==> config.mk <==
export PLATFORM = sky130hd
export DESIGN_NAME = instruction_fetch_queue
export DESIGN_NICKNAME = d
export VERILOG_FILES = /design/src/rtl/instruction_fetch_queue.sv
export SDC_FILE = /design/constraint.sdc
export NUM_CORES = 1
export LEC_CHECK = 0
export BUFFER_PORTS_ARGS = -buffer_cell sky130_fd_sc_hd__buf_4
export CAP_MARGIN = 0
export CORE_MARGIN = 1
export CORE_UTILIZATION = 55
export CTS_CLUSTER_DIAMETER = 60
export DETAILED_ROUTE_END_ITERATION = 10
export PLACE_DENSITY = 0.77
export RECOVER_POWER = 100
export SLEW_MARGIN = 20
export SYNTH_ARGS = -nofsm -noshare
export SYNTH_HDL_FRONTEND = slang
export SYNTH_SLANG_ARGS = --single-unit
==> constraint.sdc <==
create_clock -name i_Clock -period 5.6 [get_ports i_Clock]
set_clock_uncertainty 0.1 [all_clocks]
set_input_delay 0.28 -clock i_Clock [delete_from_list [all_inputs] [get_ports i_Clock]]
set_output_delay 0.28 -clock i_Clock [all_outputs]
set_load 0.1 [all_outputs]
==> src/rtl/instruction_fetch_queue.sv <==
// instruction_fetch_queue: decoupled fetch front end. It issues in-order word
// fetches to a pipelined memory under a credit limit of DEPTH, buffers the
// returned {word, pc} pairs in a DEPTH-entry FIFO, and hands them to decode
// over a valid/ready handshake. A redirect flushes the FIFO and discards the
// responses still in flight.
// Optional feature: define FETCH_BYPASS_EN to forward a response straight to
// the outputs when the FIFO is empty, giving zero-cycle response latency.
module instruction_fetch_queue #(
  parameter int          DEPTH        = 4,
  parameter logic [31:0] RESET_VECTOR = 32'h0000_0000
) (
  input  logic        i_Clock,
  input  logic        i_Reset,
  output logic        o_MemRequest,
  output logic [31:0] o_MemAddress,
  input  logic        i_MemGrant,
  input  logic        i_MemValid,
  input  logic [31:0] i_MemData,
  input  logic        i_Redirect,
  input  logic [31:0] i_RedirectAddress,
  output logic        o_InstructionValid,
  output logic [31:0] o_InstructionWord,
  output logic [31:0] o_InstructionPointer,
  input  logic        i_InstructionReady
);
  localparam int AW = $clog2(DEPTH);
  localparam int CW = $clog2(DEPTH + 1);
  localparam logic [CW:0] CREDIT_LIMIT = (CW + 1)'(DEPTH);

  logic [31:0]   fetchPc;
  logic [31:0]   wordMem  [DEPTH];
  logic [31:0]   pcMem    [DEPTH];
  logic [31:0]   reqPcMem [DEPTH];
  logic [AW-1:0] rdPtr, wrPtr, reqRdPtr, reqWrPtr;
  logic [CW-1:0] count, outstanding, drop, outstandingNext;

  logic grant, respAccept, fifoValid, bypassHit, enq, pop;
  logic [31:0] respPc;
  logic [1:0]  unusedRedirLsbs;

  assign unusedRedirLsbs = i_RedirectAddress[1:0];

  assign grant      = o_MemRequest && i_MemGrant;
  // A response with nothing in flight is a protocol violation and is ignored.
  assign respAccept = i_MemValid && (outstanding != '0);
  assign respPc     = reqPcMem[reqRdPtr];
  assign fifoValid  = (count != '0);

`ifdef FETCH_BYPASS_EN
  assign bypassHit = !fifoValid && (drop == '0) && respAccept && !i_Redirect;
`else
  assign bypassHit = 1'b0;
`endif

  // A bypassed response consumed in the same cycle never touches the FIFO.
  assign enq = respAccept && (drop == '0) && !i_Redirect && !(bypassHit && i_InstructionReady);
  assign pop = fifoValid && i_InstructionReady && !i_Redirect;

  assign o_MemRequest = !i_Reset && !i_Redirect &&
                        (({1'b0, count} + {1'b0, outstanding}) < CREDIT_LIMIT);
  assign o_MemAddress = fetchPc;

  assign o_InstructionValid   = fifoValid || bypassHit;
  assign o_InstructionWord    = fifoValid ? wordMem[rdPtr] : (bypassHit ? i_MemData : '0);
  assign o_InstructionPointer = fifoValid ? pcMem[rdPtr]   : (bypassHit ? respPc    : '0);

  assign outstandingNext = outstanding + CW'(grant) - CW'(respAccept);

  // Storage arrays: data FIFO and the in-flight request PC FIFO (never flushed,
  // so stale responses still pop their own PC and stay paired).
  always_ff @(posedge i_Clock) begin
    if (enq) begin
      wordMem[wrPtr] <= i_MemData;
      pcMem[wrPtr]   <= respPc;
    end
    if (grant) reqPcMem[reqWrPtr] <= fetchPc;
  end

  // Control state: fetch PC, pointers, occupancy, in-flight and drop counters.
  always_ff @(posedge i_Clock) begin
    if (i_Reset) begin
      fetchPc     <= RESET_VECTOR;
      rdPtr       <= '0;
      wrPtr       <= '0;
      reqRdPtr    <= '0;
      reqWrPtr    <= '0;
      count       <= '0;
      outstanding <= '0;
      drop        <= '0;
    end else begin
      outstanding <= outstandingNext;
      if (grant)      reqWrPtr <= reqWrPtr + AW'(1);
      if (respAccept) reqRdPtr <= reqRdPtr + AW'(1);
      if (i_Redirect) begin
        fetchPc <= {i_RedirectAddress[31:2], 2'b00};
        rdPtr   <= wrPtr;
        count   <= '0;
        // Everything still in flight after this cycle belongs to the old path.
        drop    <= outstandingNext;
      end else begin
        if (grant) fetchPc <= fetchPc + 32'd4;
        if (enq)   wrPtr   <= wrPtr + AW'(1);
        if (pop)   rdPtr   <= rdPtr + AW'(1);
        count <= count + CW'(enq) - CW'(pop);
        if (respAccept && (drop != '0)) drop <= drop - CW'(1);
      end
    end
  end
endmodule
==> reports/qor.csv <==
metric;value;unit
track_usage;22.2;%
via_per_inst;5.83;
syn_to_final_growth;18.6;%
crit_fanout;36;
crit_family;simple AND/OR/NAND/NOR gates;
peakVddDrop;0.000210;V
n_antenna_cell;0;
postCtsHoldBufs;61;
cts_sinks;419;
first_pass_iters;5;
synth_edf_count;368;
worstPathCellList;o31a_1, nor3b_1, and2_0, buf_4;
post_cts_resized;0;
violations;capacitance limit, slew limit;
rsz0062_at_grt;false;
start_util;55.8;%
hold_class;primary input to flop;
cp-end-kind;flop;
critPathKind;flop to flop;
netlist_instances;904;
drive_above_1_share;17.9;%
min_period_over_period;76.1;%
yosysTopAreaCell;edfxtp_1;
synth_area;16500;sq um
finalHoldViolCount;0;
die_w;175;microns
yosysUniqueCellTypes;51;
drtIter0Drc;670;
start_kind;flop;
placed_area;18100;sq um
antenna_found_initial;0;
drt-wirelength-per-cell;21.4;microns
cts_root_buffer;clkbuf_16;
ios;168;
htree_levels;2;
power_density;389;nW/um^2
final_nets;1224;
fin_tns_setup;0;ns
tightestPinTransition;2.33;ns
crit_slowest_cell;and2_0;
power;7.60;mW
ys.flop_type;edfxtp_1;
synth_common_cells;368 x edfxtp_1, 92 x mux4_2, 76 x and2_1;
place_hpwl;19.3;mm
route.detailed.drc;0;
synth-async-reset-ratio;0;%
layoutNonFillerInstCount;1555;
post-synth-top-count-cell;edfxtp_1;
swShare;26.3;%
die_y;175;microns
die_area;30700;sq um
power.share.clock;35.0;%
synth_area_leaders;edfxtp_1 67%, mux4_2 13%, dfxtp_1 6.2%;
r2r_slack;1.34;ns
antenna_left;0;
layout_min_cycle_time;4.26;ns
grt_pass1_wl;51.7;mm
clk_latency;0.54;ns
wl;33.3;mm
place_congestion;0.845;
grt_overflow_total;0;
max_stage_delay;1.67;ns
yosysSeqAreaShare;73.2;%
cellInternalPower;5.60;mW
yosysWarnings;0;
ctsLongestPathBuffers;3;
drv_slew;257;
seq_power_share;49.6;%
postLayoutCoreUtil;66.1;%
grt_pass1_vias;9166;
fmax;235;MHz
post-cts-setup-buffers;0;
cap_violations;8;
vias;9069;
grt_max_degree;66;
rows;63;
cts_tree;yes;
setup_viol;0;
clkSlewWorstSetupHoldPaths;0.06;ns
stdcell_area;19600;sq um
portBuffers;161;
pwr-share-comb;15.4;%
dp.cells;1420;
status;finished, violations left;
critical_path_arrival;4.32;ns
synth_area_per_cell;18.2;sq um
crit_buf_inv;1;
worstPathRequired;5.66;ns
numCtsBuffers;42;
power.switching;2.00;mW
core_area;29600;sq um
yosys_register_bits;419;
leakage;6.32;nW
yosys.area.top_type_share;67.0;%
slew_headroom;-55.5;%
[power groups by stage]
stage	registers (mW)	clock network [mW]	logic, mW
6_report	3.77	2.66	1.17
5_1_grt	3.80	2.81	1.25
4_1_cts	3.77	2.70	1.22
3_5_place_dp	3.84	0	1.19
3_3_place_gp	3.83	0	1.16
2_1_floorplan	3.85	0	0.859
[registers in the layout (all words and copies together), names as in the netlist, named ones only]
register and count:
reqPcMem 120, outstanding 3, reqRdPtr 2, reqWrPtr 2, pcMem 120, o_MemAddress 30, wordMem 128, wrPtr 2
drop 3, rdPtr 2, count 3
[final cells by class]
class	instances	area, sq um
clock inverters	20	149
clock buffers	54	1160
inverters	19	71.3
multi-input cells	419	4140
well taps	390	488
repair buffers	234	1470
fillers	2055	10000
flip-flops and latches	419	12100
[through the flow]
step | hold WS [ns] | setup slack, ns
3_5_place_dp | 0.385 | 2.25
2_1_floorplan | 0.279 | 2.39
5_1_grt | 0.0707 | 0.982
6_report | 0.0569 | 1.34
4_1_cts | 0.0216 | 2.08
3_3_place_gp | 0.381 | 2.30
[worst register-to-register path, cell delays in order (launching register included)]
cell and delay (ns):
dfxtp_1 0.40, o31a_1 0.29, nor3b_1 0.68, and2_0 1.67, buf_4 0.73
[routing by layer]
metal  routed length, microns  GRT usage [%]
met2                    16400           37.0
met3                     2090           3.79
met4                      826           6.92
met5                        0              0
met1                    14000           30.2
[cells in the final DEF, fill, tap and decap left out, drive strengths merged, types with 17 or more instances in the layout]
cell	Yosys	layout
edfxtp	368	368
clkbuf	28	171
mux4	92	92
and2	76	76
dlygate4sd3	0	61
buf	22	56
dfxtp	51	51
nand2	31	31
nor2	26	26
a21oi	25	25
inv	18	19
ha	17	17
[cell families (layout without fill, tap and decap cells)]
family	after synthesis	after routing	share of synthesized area (%)
fa+ha+maj	19	19	1.53
other cells	1	4	0.0227
buf+inv	69	327	1.75
xor+xnor	15	15	0.797
simple gates	208	208	6.98
compound gates	79	79	3.00
flops	419	419	73.2
mux	94	94	12.7
[path summary, 6_finish.rpt]
kind,startpoint,endpoint,cells past startpoint
worst max register to register,outstanding[1]$_SDFF_PP0_,wordMem[1][28]$_DFFE_PP_,4
worst min register to register,reqWrPtr[1]$_SDFFE_PP0P_,reqWrPtr[1]$_SDFFE_PP0P_,2
worst max-delay path,outstanding[1]$_SDFF_PP0_,wordMem[1][28]$_DFFE_PP_,4
worst min-delay path,i_RedirectAddress[13],o_MemAddress[13]$_SDFFE_PP0P_,4
(Power assumes the default switching activity.)
